<file path="src/rtl/vpu_pkg.sv">
// VPU SRAM subsystem shared parameters and types.
// Imported by the bank-side read responder and its arbiter.
package vpu_pkg;

  localparam int SRAM_R_PORT_CNT     = 3;
  localparam int SRAM_BANK_CNT_LG2   = 2;
  localparam int SRAM_BANK_DEPTH_LG2 = 8;
  localparam int SRAM_DATA_WIDTH     = 32;
  localparam int SRAM_RD_LAT         = 2;

  typedef enum logic [1:0] {
    IDLE,
    GRANT,
    BURST,
    DRAIN
  } rd_rsp_state_t;

  function automatic int idx_w(int n);
    return (n > 1) ? $clog2(n) : 1;
  endfunction

endpackage

</file>
<file path="src/rtl/vpu_rr_arbiter.sv">
// Round-robin picker: first request at or after the pointer,
// wrapping modulo N, as a one-hot grant plus its index.
module vpu_rr_arbiter
  import vpu_pkg::*;
#(
  parameter int N = SRAM_R_PORT_CNT,
  localparam int IW = idx_w(N)
) (
  input  logic [N-1:0]  req_i,
  input  logic [IW-1:0] ptr_i,
  output logic [N-1:0]  gnt_o,
  output logic [IW-1:0] idx_o,
  output logic          vld_o
);

  int   j;
  logic found;

  always_comb begin
    gnt_o = '0;
    idx_o = '0;
    found = 1'b0;
    j     = 0;
    for (int i = 0; i < N; i++) begin
      j = (int'(ptr_i) + i) % N;
      if (!found && req_i[j]) begin
        found    = 1'b1;
        gnt_o[j] = 1'b1;
        idx_o    = IW'(j);
      end
    end
    vld_o = found;
  end

endmodule

</file>
<file path="src/rtl/vpu_sram_rd_responder.sv">
// Bank-side read responder: round-robin bank ownership, SRAM
// read drive, and fixed-latency data return to the owning port.
module vpu_sram_rd_responder
  import vpu_pkg::*;
#(
  parameter int R_PORT_CNT   = SRAM_R_PORT_CNT,
  parameter int BANK_ID      = 0,
  parameter int BANK_CNT_LG2 = SRAM_BANK_CNT_LG2,
  parameter int DEPTH_LG2    = SRAM_BANK_DEPTH_LG2,
  parameter int DATA_WIDTH   = SRAM_DATA_WIDTH,
  parameter int RD_LAT       = SRAM_RD_LAT
) (
  input  logic                               clk,
  input  logic                               rst_n,
  input  logic [R_PORT_CNT-1:0]              rreq_i,
  input  logic [R_PORT_CNT*BANK_CNT_LG2-1:0] rid_i,
  input  logic [R_PORT_CNT*DEPTH_LG2-1:0]    raddr_i,
  input  logic [R_PORT_CNT-1:0]              reb_i,
  input  logic [R_PORT_CNT-1:0]              rlast_i,
  output logic [R_PORT_CNT-1:0]              rack_o,
  output logic [R_PORT_CNT*DATA_WIDTH-1:0]   rdata_o,
  output logic [R_PORT_CNT-1:0]              rvalid_o,
  output logic                               sram_csb_o,
  output logic [DEPTH_LG2-1:0]               sram_addr_o,
  input  logic [DATA_WIDTH-1:0]              sram_rdata_i
);

  localparam int OW = idx_w(R_PORT_CNT);
  localparam logic [BANK_CNT_LG2-1:0] BANK_ID_L =
    BANK_CNT_LG2'(BANK_ID);

  rd_rsp_state_t state_q;
  logic [OW-1:0] owner_q;
  logic [OW-1:0] ptr_q;
  logic [R_PORT_CNT-1:0] rack_q;

  logic [R_PORT_CNT-1:0] cand;
  logic [R_PORT_CNT-1:0] gnt;
  logic [OW-1:0]         gnt_idx;
  logic                  gnt_vld;
  logic [DEPTH_LG2-1:0]  addr_a [R_PORT_CNT];

  logic beat;
  logic last_beat;
  logic pipe_empty;

  logic [RD_LAT-1:0] pipe_vld_q, pipe_vld_d;
  logic [OW-1:0]     pipe_own_q [RD_LAT];
  logic [OW-1:0]     pipe_own_d [RD_LAT];

  logic [R_PORT_CNT-1:0] rvalid_q, rvalid_d;
  logic [DATA_WIDTH-1:0] rdata_q, rdata_d;

  always_comb begin
    cand = '0;
    for (int p = 0; p < R_PORT_CNT; p++) begin
      cand[p] = rreq_i[p] &&
        (rid_i[p*BANK_CNT_LG2 +: BANK_CNT_LG2] == BANK_ID_L);
      addr_a[p] = raddr_i[p*DEPTH_LG2 +: DEPTH_LG2];
    end
  end

  vpu_rr_arbiter #(
    .N(R_PORT_CNT)
  ) u_arb (
    .req_i(cand),
    .ptr_i(ptr_q),
    .gnt_o(gnt),
    .idx_o(gnt_idx),
    .vld_o(gnt_vld)
  );

  // SRAM side is driven straight from the owner's live slice
  assign beat       = (state_q == BURST) && !reb_i[owner_q];
  assign last_beat  = beat && rlast_i[owner_q];
  assign pipe_empty = ~|pipe_vld_q;

  assign sram_csb_o  = !beat;
  assign sram_addr_o = beat ? addr_a[owner_q] : '0;

  always_ff @(posedge clk or negedge rst_n) begin
    if (!rst_n) begin
      state_q <= IDLE;
      owner_q <= '0;
      ptr_q   <= '0;
      rack_q  <= '0;
    end else begin
      rack_q <= '0;
      unique case (state_q)
        IDLE: begin
          if (gnt_vld) begin
            owner_q <= gnt_idx;
            rack_q  <= gnt;
            state_q <= GRANT;
          end
        end
        GRANT: state_q <= BURST;
        BURST: begin
          if (last_beat) state_q <= DRAIN;
        end
        DRAIN: begin
          if (pipe_empty) begin
            ptr_q <= (owner_q == OW'(R_PORT_CNT-1))
                     ? '0 : owner_q + 1'b1;
            state_q <= IDLE;
          end
        end
        default: state_q <= IDLE;
      endcase
    end
  end

  // Tag each access with its owner so the return lands on one port
  always_comb begin
    pipe_vld_d    = '0;
    pipe_vld_d[0] = beat;
    for (int i = 0; i < RD_LAT; i++) pipe_own_d[i] = '0;
    pipe_own_d[0] = owner_q;
    for (int i = 1; i < RD_LAT; i++) begin
      pipe_vld_d[i] = pipe_vld_q[i-1];
      pipe_own_d[i] = pipe_own_q[i-1];
    end
    rvalid_d = '0;
    rdata_d  = rdata_q;
    if (pipe_vld_q[RD_LAT-1]) begin
      rvalid_d[pipe_own_q[RD_LAT-1]] = 1'b1;
      rdata_d = sram_rdata_i;
    end
  end

  always_ff @(posedge clk or negedge rst_n) begin
    if (!rst_n) begin
      pipe_vld_q <= '0;
      for (int i = 0; i < RD_LAT; i++) pipe_own_q[i] <= '0;
      rvalid_q <= '0;
      rdata_q  <= '0;
    end else begin
      pipe_vld_q <= pipe_vld_d;
      for (int i = 0; i < RD_LAT; i++) pipe_own_q[i] <= pipe_own_d[i];
      rvalid_q <= rvalid_d;
      rdata_q  <= rdata_d;
    end
  end

  assign rack_o   = rack_q;
  assign rvalid_o = rvalid_q;
  assign rdata_o  = {R_PORT_CNT{rdata_q}};

endmodule
</file>
<file path="config.mk">
export PLATFORM = sky130hd
export DESIGN_NAME = vpu_sram_rd_responder
export DESIGN_NICKNAME = d
export VERILOG_FILES = /design/src/rtl/vpu_pkg.sv /design/src/rtl/vpu_rr_arbiter.sv /design/src/rtl/vpu_sram_rd_responder.sv
export SDC_FILE = /design/constraint.sdc
export NUM_CORES = 1
export LEC_CHECK = 0
export CORE_ASPECT_RATIO = 2
export CORE_MARGIN = 4
export CORE_UTILIZATION = 34
export DETAILED_ROUTE_END_ITERATION = 16
export GPL_TIMING_DRIVEN = 0
export HOLD_SLACK_MARGIN = 0.05
export PLACE_DENSITY = 0.81
export RECOVER_POWER = 100
export SYNTH_ARGS = -nofsm -noshare
export SYNTH_HDL_FRONTEND = slang
export SYNTH_SLANG_ARGS = --single-unit
export TNS_END_PERCENT = 5
</file>
<file path="constraint.sdc">
create_clock -name clk -period 2.13 [get_ports clk]
set_clock_uncertainty 0.1 [all_clocks]
set_input_delay 0.5325 -clock clk [delete_from_list [all_inputs] [get_ports clk]]
set_output_delay 0.5325 -clock clk [all_outputs]
set_load 0.1 [all_outputs]
</file>
======== Yosys cells after proc, flatten, opt, wreduce, memory -nomap -nowiden ========
Index checks and enable logic that the tools add are counted.
word-level totals
  register bits after elaboration ......... 50
  bits in latches ......................... 0
  bits in writable memories ............... 0
  memory bits (read-only) ................. 0
  input bits .............................. 73
  output and inout bits ................... 111
  word-level logic and storage cells ...... 101
  memories ................................ 0
operators by class
  add/subtract/negate cells ............... 3
  $mul .................................... 0
  div/mod/pow operators ................... 3
  $lt $le $gt $ge ......................... 10
  eq/ne operators ......................... 7
  shift-type cells ........................ 0
  mux-type cells .......................... 42
  bitwise logic cells ..................... 4
  reduce and logical (&&, ||, !) cells .... 23
operators by type and width
  kind                     count
  $ge A32 B1 Y1 const B    3
  $lt A32 B4 Y1 const B    3
  $mod A32 B3 Y32 const B  2
  $mod A3 B3 Y32 const B   1
  $mux W8                  3
  $mux W3                  6
  $bmux W8 S2              1
  $mux W1                  15
  $mux W2                  7
  $logic_and A1 B1 Y1      11
  $bmux W1 S2              5
  $demux W1 S2             4
  $logic_not A2 Y1         4
  $pmux W2 S4              1
  $eq A2 B2 Y1 const B     3
  $lt A2 B3 Y1 const B     2
  $ne A2 B2 Y1 const B     3
  $or A3 B3 Y3             2
  $logic_not A1 Y1         4
  $reduce_and A2 Y1        2
  $add A2 B1 Y3 const B    1
  $add A2 B2 Y3 const B    1
  $ge A3 B3 Y1 const B     1
  $not A2 Y3               1
  other kinds (6)          6

======== Depth between registers and ports, before layout ========
Gate-level depths: netlist of the first run.
  depth in word-level cells ............... 14
  mapped depth ............................ 7
  gate-level depth less buffers ........... 7

======== Cells and area by module ========
From an unflattened synthesis of the first run, not the netlist that was laid out.
unflattened totals
  cells, all modules ...................... 277
  area total of the unflattened synthesis .. 2974.1 sq um
modules (own cells, without submodules)
  module                 instances  cells each  area an instance (sq um)
  vpu_sram_rd_responder  1          225         2592.5
  vpu_rr_arbiter         1          52          381.6

======== Worst setup path after synthesis of the first run ========
OpenSTA, ideal clock, no wires.
  kind .................................... input port to output port
  start point ............................. input reb_i[2]
  end point ............................... output sram_addr_o[0]
  arrival time ............................ 2.782 ns
  required time ........................... 1.497 ns
  setup slack ............................. -1.285 ns
  cell stages on the path ................. 3
  path through ............................ mux2i_1 o211ai_2 nor2_1
between the ends
  word-level cells in the longest chain between the ends .. 5
ends and longest elaborated chain
  item                           RTL line                     source
  start: declaration             vpu_sram_rd_responder.sv:18  input logic [R_PORT_CNT-1:0] reb_i,
  $bmux W1 S2                    vpu_sram_rd_responder.sv:74  assign beat = (state_q == BURST) && !reb_i[owner_q];
  $mux W1 (implied by the code)  vpu_sram_rd_responder.sv:74
  $logic_not A1 Y1               vpu_sram_rd_responder.sv:74
  $logic_and A1 B1 Y1            vpu_sram_rd_responder.sv:74
  $mux W8                        vpu_sram_rd_responder.sv:79  assign sram_addr_o = beat ? addr_a[owner_q] : '0;
  end: declaration               vpu_sram_rd_responder.sv:24  output logic [DEPTH_LG2-1:0] sram_addr_o,
No other way between the ends. The select of a mux whose other input is x is not followed.

======== Final worst setup path of the first run ========
  start point ............................. register ptr_q[1]
  end point ............................... register state_q[1]
between the ends
  word-level cells in the longest chain between the ends .. 13
ends and longest elaborated chain
  item                                                                      RTL line                      source
  start: declaration                                                        vpu_sram_rd_responder.sv:34   logic [OW-1:0] ptr_q;
  start signal: assignment                                                  vpu_sram_rd_responder.sv:103  ptr_q <= (owner_q == OW'(R_PORT_CNT-1))
  parallel branches: the longest is 10 deep, another holds $mod A32 B3 Y32  n/a
  $mux W1 (*)                                                               vpu_rr_arbiter.sv:26          if (!found && req_i[j]) begin
  $ne A2 B2 Y1 (no line) (*)                                                n/a
  $reduce_and A3 Y1 (no line) (*)                                           n/a
  end signal: assignment                                                    vpu_sram_rd_responder.sv:83   state_q <= IDLE;
  end signal: assignment                                                    vpu_sram_rd_responder.sv:94   state_q <= GRANT;
  end signal: assignment                                                    vpu_sram_rd_responder.sv:97   GRANT: state_q <= BURST;
  end: declaration                                                          vpu_sram_rd_responder.sv:32   rd_rsp_state_t state_q;
Every way passes the cells marked *. The select of a mux whose other input is x is not followed.
A chain may end at the register's enable or synchronous reset.

==> results of run 1 <==
metrics by stage:
| step | utilization | hold slack (ns) | worst slack [ns] | setup TNS (ns) |
|---|---|---|---|---|
| 4_1_cts | 0.631 | 0.254 | -0.247 | -2.79 |
| 3_5_place_dp | 0.594 | 0.238 | -1.46 | -24.08 |
| 2_1_floorplan | - | 0.137 | -0.439 | -4.18 |
| 5_1_grt | 0.620 | 0.258 | -0.336 | -5.87 |
| 3_3_place_gp | 0.592 | 0.235 | -1.44 | -69.24 |
| 6_report | 0.620 | 0.250 | -0.263 | -2.24 |
cell usage in the layout, fill, tap and decap left out, types with 8 or more instances in the layout:
master / n
clkbuf_2: 66
clkdlybuf4s50_1: 63
clkdlybuf4s15_2: 32
buf_12: 10
mux2_1: 27
buf_4: 72
dfrtp_1: 50
nor2_1: 10
nor2_4: 8
mux2i_1: 11
worst max path at each step:
stage,start,endpoint,slack [ns],cells past startpoint
after global placement,reb_i[2],sram_csb_o,-1.44,4
after detailed placement,reb_i[2],sram_csb_o,-1.46,4
final,ptr_q[1],state_q[1],-0.26,7
after global routing,owner_q[1],sram_addr_o[6],-0.34,7
after floorplan,owner_q[1],sram_addr_o[0],-0.44,4
after CTS,ptr_q[1],state_q[1],-0.25,7
layer usage:
layer	global-route usage	wire (microns)	up-vias
met5	0	0	-
met1	0.156	2660	1258
met2	0.323	5140	125
met3	0.0290	671	22
met4	0.0764	325	0
li1	-	-	1258
state kept, by name, indices dropped and copies added (netlist names):
register,cells
state_q,2
owner_q,2
pipe_own_d,2
rack_o,3
pipe_vld_q,2
rvalid_o,3
ptr_q,2
rdata_q,32
pipe_own_q,2
final cells by class:
type                       count  area (sq um)  area share
timing repair buffer         197          1770       0.341
multi-input combinational    134          1320       0.254
sequential                    50          1250       0.242
buffer                        73           537       0.104
clock buffer                   5           125      0.0242
tap                           98           123      0.0237
inverter                       8          30.0     0.00580
clock inverter                 3          25.0     0.00484
repair_timing:
item / CTS / global route
setup buffers: 7 / 4
endpoints found under the hold margin: 13 / 0
hold buffers: 1 / 0
gates cloned: 1 / 0
pin swaps: 15 / 5
setup endpoints to repair: 118 / 19
resized for setup: 341 / 20
worst register-to-register path, cell delays in order (launching register included):
cell and delay, ns:
dfrtp_1 0.40, inv_2 0.08, ha_4 0.18, or4b_4 0.53
a21oi_4 0.21, nor3_4 0.07, a311oi_2 0.35, mux2_1 0.36
kinds of logic after synthesis:
logic type	count (synthesis)	synth area share
buf+inv	81	0.187
flops	50	0.428
simple gates	47	0.0925
mux	46	0.172
compound gates	33	0.0853
fa+ha+maj	8	0.0343
==> flow_summary.toml, run 1 <==
[outcome]
status = "finished, violations left"
violations = "setup timing"

[layout]
fin_cells = 568
diodes = 0
nFillCells = 697
drive_gt1_frac = 0.509
nNetsFinal = 550
postLayoutCellArea_sq_um = 5170
areaGrowthSynthToFinish_pct = 77.2

[floorplanning]
die_h_microns = 139
die_w_microns = 73.5
die-area_sq_um = 10200
core-area_sq_um = 8350
std_cell_rows = 47
io_pins = 184
start_util = 0.350

[setup_path]
worstReg2RegStart = "ptr_q[1]"
reg2regPathDepth = 7
path_cells = "inv_2 > ha_4 > or4b_4 > a21oi_4 > nor3_4 > a311oi_2 > mux2_1"
slowest_delay_ns = 0.53
r2r-end = "state_q[1]"
end_kind = "flip-flop"
cp.required_ns = 2.20
worst-path-max-fanout = 6
crit_arrival_ns = 2.46
startpoint_type = "flip-flop"
crit_path_top_delay_cell = "or4b_4"
path_buf_inv = 1
path_class = "reg2reg"
critical_path.top_delay_family = "simple AND/OR/NAND/NOR gates"
worst-r2r-setup-slack_ns = -0.26

[place]
place_congestion = 0.897
dpl.hpwl_mm = 6.91
dp_cells = 547
placed_cell_area_sq_um = 4960
port_buffers = 183

[sta]
fin_crit_ns = 2.39
worstMarginPinSlew_ns = 1.18
worst_slack_ns = -0.263
clock.fmax_mhz = 418
finalHoldViolations = 0
setup-violations-final = 14
relSlewSlack = 0.218
post-route-period-util = 1.12
drv_slew = 0
rsz0062_at_grt = "true"

[synth]
synth_top_area_frac = 0.428
synth-seq-cells = 50
yosys_most_used_dff = "dfrtp_1"
ys.warnings.count = 0
syn_avg_cell_area_sq_um = 11.0
async_reset_ff_frac = 1.00
synth_most_common_cell = "buf_4"
synthCells = 265
synth_nets = 346
ys_seq_area_frac = 0.428
synth_top_area_cell = "dfrtp_1"
synth_cell_types = 47
netlist_area_sq_um = 2920
synthTopCellsByArea = "dfrtp_1 (43%), buf_4 (16%), mux2_1 (10%), mux2i_1 (4.1%), ha_1 (3.4%)"
yosys-top-cells-count = "buf_4 (64), dfrtp_1 (50), mux2_1 (27)"
synth_edf_count = 0

[drt]
ant_nets = 0
drt_iter0_markers = 45
via_per_inst = 4.69
drt_first_pass_iters = 4
detail_route.wl_per_cell_microns = 15.5
vias = 2663
drc = 0
drt_wl_total_mm = 8.80

[worst_hold_path]
whs_endpoint = "pipe_own_q[0]"
hold_path.class = "reg2reg"
min_from = "pipe_own_d[0]"
worst_hold_path.num_cells = 0

[clock_network]
cts_buffers = 5
cts_tree = "done"
clock_latency_ns = 0.29
root_buffer = "clkbuf_16"
htreeDepth = 2
clk_path_buf_depth = 2
clk_pin_slew_worst_paths_ns = 0.07
cts.sinks = 50

[global_route]
grt-ovfl-total = 0
grt_pass1_vias = 2749
grt_max_degree = 38
antenna_found_initial = 0
grt_first_pass_wirelength_mm = 13.4
track_usage = 0.166

[run]
max_cap_viol_count = 0
Power of run 1 is not shown: default switching activity piles up to over one toggle a cycle in this logic, so the estimate is an artifact.
==> inputs of run 2 (changes only) <==
--- a/config.mk
+++ b/config.mk
@@ -5,7 +5,6 @@
 export SDC_FILE = /design/constraint.sdc
 export NUM_CORES = 1
 export LEC_CHECK = 0
-export CORE_ASPECT_RATIO = 2
 export CORE_MARGIN = 4
 export CORE_UTILIZATION = 34
 export DETAILED_ROUTE_END_ITERATION = 16
==> run 2 against run 1 <==
The run still ends with setup timing left. Cell count increased by 0.70%. Sequential share of layout area increased by 0.41 points. Design area decreased by 1.7%. Utilization down 0.66 points. Clock-buffer cell count is 1 higher. Global-route usage is 0.44 points lower. Via count fell by 1.5%. Die area down 0.88%. Critical path depth down 1. Register-to-register slack got worse by 0.02 ns. First-iteration DRC count up 18%. Sequential cell count did not move. Largest cell class unchanged.
==> flow_summary.toml, run 2 (synthesized netlist as in run 1, its figures left out) <==
[global_route]
antenna_found_initial = 0
grt_first_pass_wirelength_mm = 13.2
grt_max_degree = 36
track_usage = 0.161
grt_pass1_vias = 2688
grt-ovfl-total = 0

[sta]
post-route-period-util = 1.14
rsz0062_at_grt = "true"
fin_crit_ns = 2.44
drv_slew = 0
relSlewSlack = 0.356
worstMarginPinSlew_ns = 0.970
finalHoldViolations = 0
clock.fmax_mhz = 410
setup-violations-final = 16
worst_slack_ns = -0.308
setup-tns-final_ns = -2.88

[layout]
largest_reg_flops = 32
nNetsFinal = 548
fin_cells = 572
largest-register = "rdata_q"
areaGrowthSynthToFinish_pct = 74.2
utilization = 0.613
most-common-layout-cells = "buf_4 (71), clkdlybuf4s50_1 (69), clkbuf_2 (68), dfrtp_1 (50), clkdlybuf4s15_2 (32)"
layout_commonest_cell = "buf_4"
diodes = 0
drive_gt1_frac = 0.510

[run]
max_cap_viol_count = 0

[clock_network]
cts.sinks = 50
clock_latency_ns = 0.29
clk_pin_slew_worst_paths_ns = 0.08
cts_buffers = 5
clk_path_buf_depth = 2
htreeDepth = 2
root_buffer = "clkbuf_8"
cts_tree = "done"

[setup_path]
worstReg2RegStart = "ptr_q[1]"
crit_start = "rid_i[1]"
path_cells = "clkdlybuf4s50_1 > or4b_4 > a21oi_4 > nor3_4 > a311oi_2 > mux2_4"
startpoint_type = "primary input"
crit_end = "state_q[1]"
end_kind = "flip-flop"
worst-r2r-setup-slack_ns = -0.28
cp.required_ns = 2.21
crit_path_top_delay_cell = "or4b_4"
crit_arrival_ns = 2.52
worst-path-max-fanout = 3
path_buf_inv = 1
path_class = "in2reg"
critical_path.top_delay_family = "simple AND/OR/NAND/NOR gates"
r2r-end = "state_q[1]"
path_depth = 6
reg2regPathDepth = 7
slowest_delay_ns = 0.58

[floorplanning]
die_w_microns = 101
core-area_sq_um = 8300
die_h_microns = 101
io_pins = 184
start_util = 0.352
std_cell_rows = 33
die-area_sq_um = 10100

[place]
place_congestion = 0.857
post-place-ws_ns = -1.48
dp_cells = 554
dpl.hpwl_mm = 6.77
port_buffers = 183

[worst_hold_path]
hold_path.class = "in2async"

[drt]
drc = 0
vias = 2624
ant_nets = 0
drt_first_pass_iters = 4
drt_wl_total_mm = 8.53
via_per_inst = 4.59
drt_iter0_markers = 53
detail_route.wl_per_cell_microns = 14.9

[outcome]
status = "finished, violations left"
violations = "setup timing"
==> run 2: changes by cell type in the layout (fill, tap and decap cells not counted), sizes merged, moves of 2 or more <==
| cell | before | now |
|---|---|---|
| dlymetal6s2s | 3 | 0 |
| clkdlybuf4s15 | 34 | 36 |
| clkdlybuf4s50 | 63 | 69 |
| dlygate4sd2 | 7 | 2 |
==> run 2: final cells by class <==
| cell class | count | area (sq um) |
|---|---|---|
| buffer | 73 | 544 |
| clock buffer | 6 | 82.6 |
| clock inverter | 1 | 30.0 |
| fill | 686 | 3210 |
| inverter | 8 | 30.0 |
| multi-input combinational | 134 | 1290 |
| sequential | 50 | 1250 |
| tap | 105 | 131 |
| timing repair buffer | 195 | 1730 |
==> run 2: worst min path at each step <==
stage	start	end	slack, ns	cells past startpoint
after floorplan	rst_n	owner_q[0]	0.14	0
after global placement	pipe_own_d[0]	pipe_own_q[0]	0.23	0
after detailed placement	pipe_own_d[1]	pipe_own_q[1]	0.24	0
after CTS	rst_n	rdata_q[9]	0.05	1
after global routing	pipe_own_d[0]	pipe_own_q[0]	0.26	0
final	rst_n	rdata_q[10]	0.22	1
==> run 2: worst reg2reg max path, cell delays in order, from the launching register on <==
cell      delay [ns]
dfrtp_1         0.39
inv_2           0.07
ha_4            0.18
or4b_4          0.59
a21oi_4         0.23
nor3_4          0.07
a311oi_2        0.35
mux2_4          0.33
==> run 2: what timing repair did <==
item,4_1_cts,5_1_grt
hold buffers,0,0
pin swaps,9,6
buffers inserted,7,4
endpoints found under the setup margin,118,21
resized for setup,340,21
==> run 2: per-stage QoR <==
stage	hold WS [ns]	cell area, sq um
after detailed placement	0.238	4970
after floorplan	0.137	2990
after global placement	0.233	4950
final	0.223	5090
after CTS	0.0525	5190
after global routing	0.255	5090
==> run 2: per-layer routing <==
layer	share of wire	routed length, microns	up-vias	GRT usage
li1	-	-	1250	-
met1	0.34	2940	1233	0.173
met2	0.54	4610	133	0.310
met3	0.10	881	8	0.0429
met4	0.011	91	0	0.0404
met5	0	0	-	0
Power of run 2 is left out for the same reason.
==> inputs of run 3 (changes only) <==
--- a/config.mk
+++ b/config.mk
@@ -9,9 +9,11 @@
 export CORE_UTILIZATION = 34
 export DETAILED_ROUTE_END_ITERATION = 16
 export GPL_TIMING_DRIVEN = 0
-export HOLD_SLACK_MARGIN = 0.05
+export HOLD_SLACK_MARGIN = 0.08
 export PLACE_DENSITY = 0.81
 export RECOVER_POWER = 100
+export SETUP_SLACK_MARGIN = 0.15
+export SKIP_LAST_GASP = 1
 export SYNTH_ARGS = -nofsm -noshare
 export SYNTH_HDL_FRONTEND = slang
 export SYNTH_SLANG_ARGS = --single-unit
==> run 3 against run 2 <==
The run still ends with setup timing left. Highest routed layer unchanged. Clock-buffer cell count fell by 1. Hold slack improved by 0.033 ns. Design area up 4.3%. Global-route usage hardly changed.
==> flow_summary.toml, run 3 (synthesized netlist as in run 1, its figures left out) <==
[outcome]
status = "finished, violations left"
violations = "setup timing"

[sta]
post-route-period-util = 1.12
worst_slack_ns = -0.249
setup-violations-final = 112
fin_crit_ns = 2.38
rsz0062_at_grt = "true"
worstMarginPinSlew_ns = 1.37
clock.fmax_mhz = 420
drv_slew = 0
relSlewSlack = 0.0895
setup-tns-final_ns = -15.65
finalHoldViolations = 0

[setup_path]
reg2regPathDepth = 6
path_class = "reg2reg"
crit_arrival_ns = 2.47
end_kind = "flip-flop"
cp.required_ns = 2.22
crit_start = "ptr_q[0]"
crit_end = "state_q[1]"
r2r-end = "state_q[1]"
worstReg2RegStart = "ptr_q[0]"
worst-r2r-setup-slack_ns = -0.25
worst-path-max-fanout = 6
startpoint_type = "flip-flop"

[global_route]
grt_first_pass_wirelength_mm = 13.3
antenna_found_initial = 0
grt_pass1_vias = 2658
track_usage = 0.161
grt-ovfl-total = 0
grt_max_degree = 28

[layout]
nFillCells = 692
drive_gt1_frac = 0.303
largest-register = "rdata_q"
largest_reg_flops = 32
most-common-layout-cells = "dlygate4sd2_1 (105), buf_4 (73), clkdlybuf4s50_1 (63), dfrtp_1 (50), mux2_1 (27)"
areaGrowthSynthToFinish_pct = 81.6
layout_commonest_cell = "dlygate4sd2_1"
diodes = 0
nNetsFinal = 548

[clock_network]
clock_latency_ns = 0.29
cts_buffers = 5
clk_pin_slew_worst_paths_ns = 0.10
cts_tree = "done"
cts.sinks = 50
root_buffer = "clkbuf_8"
htreeDepth = 2
clk_path_buf_depth = 2
hold_buffers = 0

[floorplanning]
die-area_sq_um = 10100
core-area_sq_um = 8300
io_pins = 184
start_util = 0.352
std_cell_rows = 33
die_w_microns = 101
die_h_microns = 101

[drt]
via_per_inst = 4.62
vias = 2649
drc = 0
drt_wl_total_mm = 8.82
ant_nets = 0
detail_route.wl_per_cell_microns = 15.4
drt_iter0_markers = 72
drt_first_pass_iters = 4

[worst_hold_path]
hold_path.class = "reg2reg"
worst_hold_path.num_cells = 0

[place]
dpl.hpwl_mm = 6.97
place_congestion = 0.822
port_buffers = 183

[run]
max_cap_viol_count = 0
-- run 3: area by class of cell --
cell class              count  area [sq um]  area share
plain buffers              73           552       0.104
clock buffers               5          68.8      0.0130
well taps                 105           131      0.0248
inverters                   8          30.0     0.00566
multi-input cells         134          1310       0.247
flip-flops and latches     50          1250       0.236
clock inverters             3          48.8     0.00920
repair buffers            195          1910       0.360
-- run 3: worst min-delay path by stage --
stage	from	to	slack [ns]
2_1_floorplan	rst_n	owner_q[0]	0.14
3_3_place_gp	pipe_own_d[0]	pipe_own_q[0]	0.23
3_5_place_dp	pipe_own_d[0]	pipe_own_q[0]	0.23
4_1_cts	rst_n	rdata_q[21]	0.14
5_1_grt	pipe_own_d[0]	pipe_own_q[0]	0.27
6_report	pipe_own_d[0]	pipe_own_q[0]	0.26
-- run 3: per-layer routing --
layer / vias up / global-route usage / routed length [microns]
met3: 6 / 0.0311 / 762
met2: 133 / 0.313 / 4900
met5: - / 0 / 0
li1: 1252 / - / -
met4: 0 / 0.0342 / 61
met1: 1258 / 0.180 / 3100
-- run 3: repair_timing --
item	CTS	global route
setup buffers	6	4
gates resized for setup	210	17
pin swaps	11	9
cloned	1	0
setup endpoints to repair	118	119
-- run 3: worst max-delay path: stages (launching register included) --
cell      delay [ns]
dfrtp_1         0.45
ha_4            0.21
or4b_4          0.53
a21oi_4         0.23
nor3_4          0.06
a311oi_2        0.34
mux2_1          0.35
-- run 3: through the flow --
| step | util | cell area [sq um] | worst slack (ns) | cells | hold WS, ns |
|---|---|---|---|---|---|
| 2_1_floorplan | - | 3000 | -0.435 | 265 | 0.137 |
| 3_3_place_gp | 0.598 | 4960 | -1.43 | 553 | 0.234 |
| 3_5_place_dp | 0.600 | 4980 | -1.42 | 554 | 0.235 |
| 4_1_cts | 0.631 | 5240 | -0.232 | 569 | 0.141 |
| 5_1_grt | 0.639 | 5300 | -0.319 | 573 | 0.268 |
| 6_report | 0.639 | 5300 | -0.249 | 573 | 0.256 |
Power of run 3 is left out for the same reason.
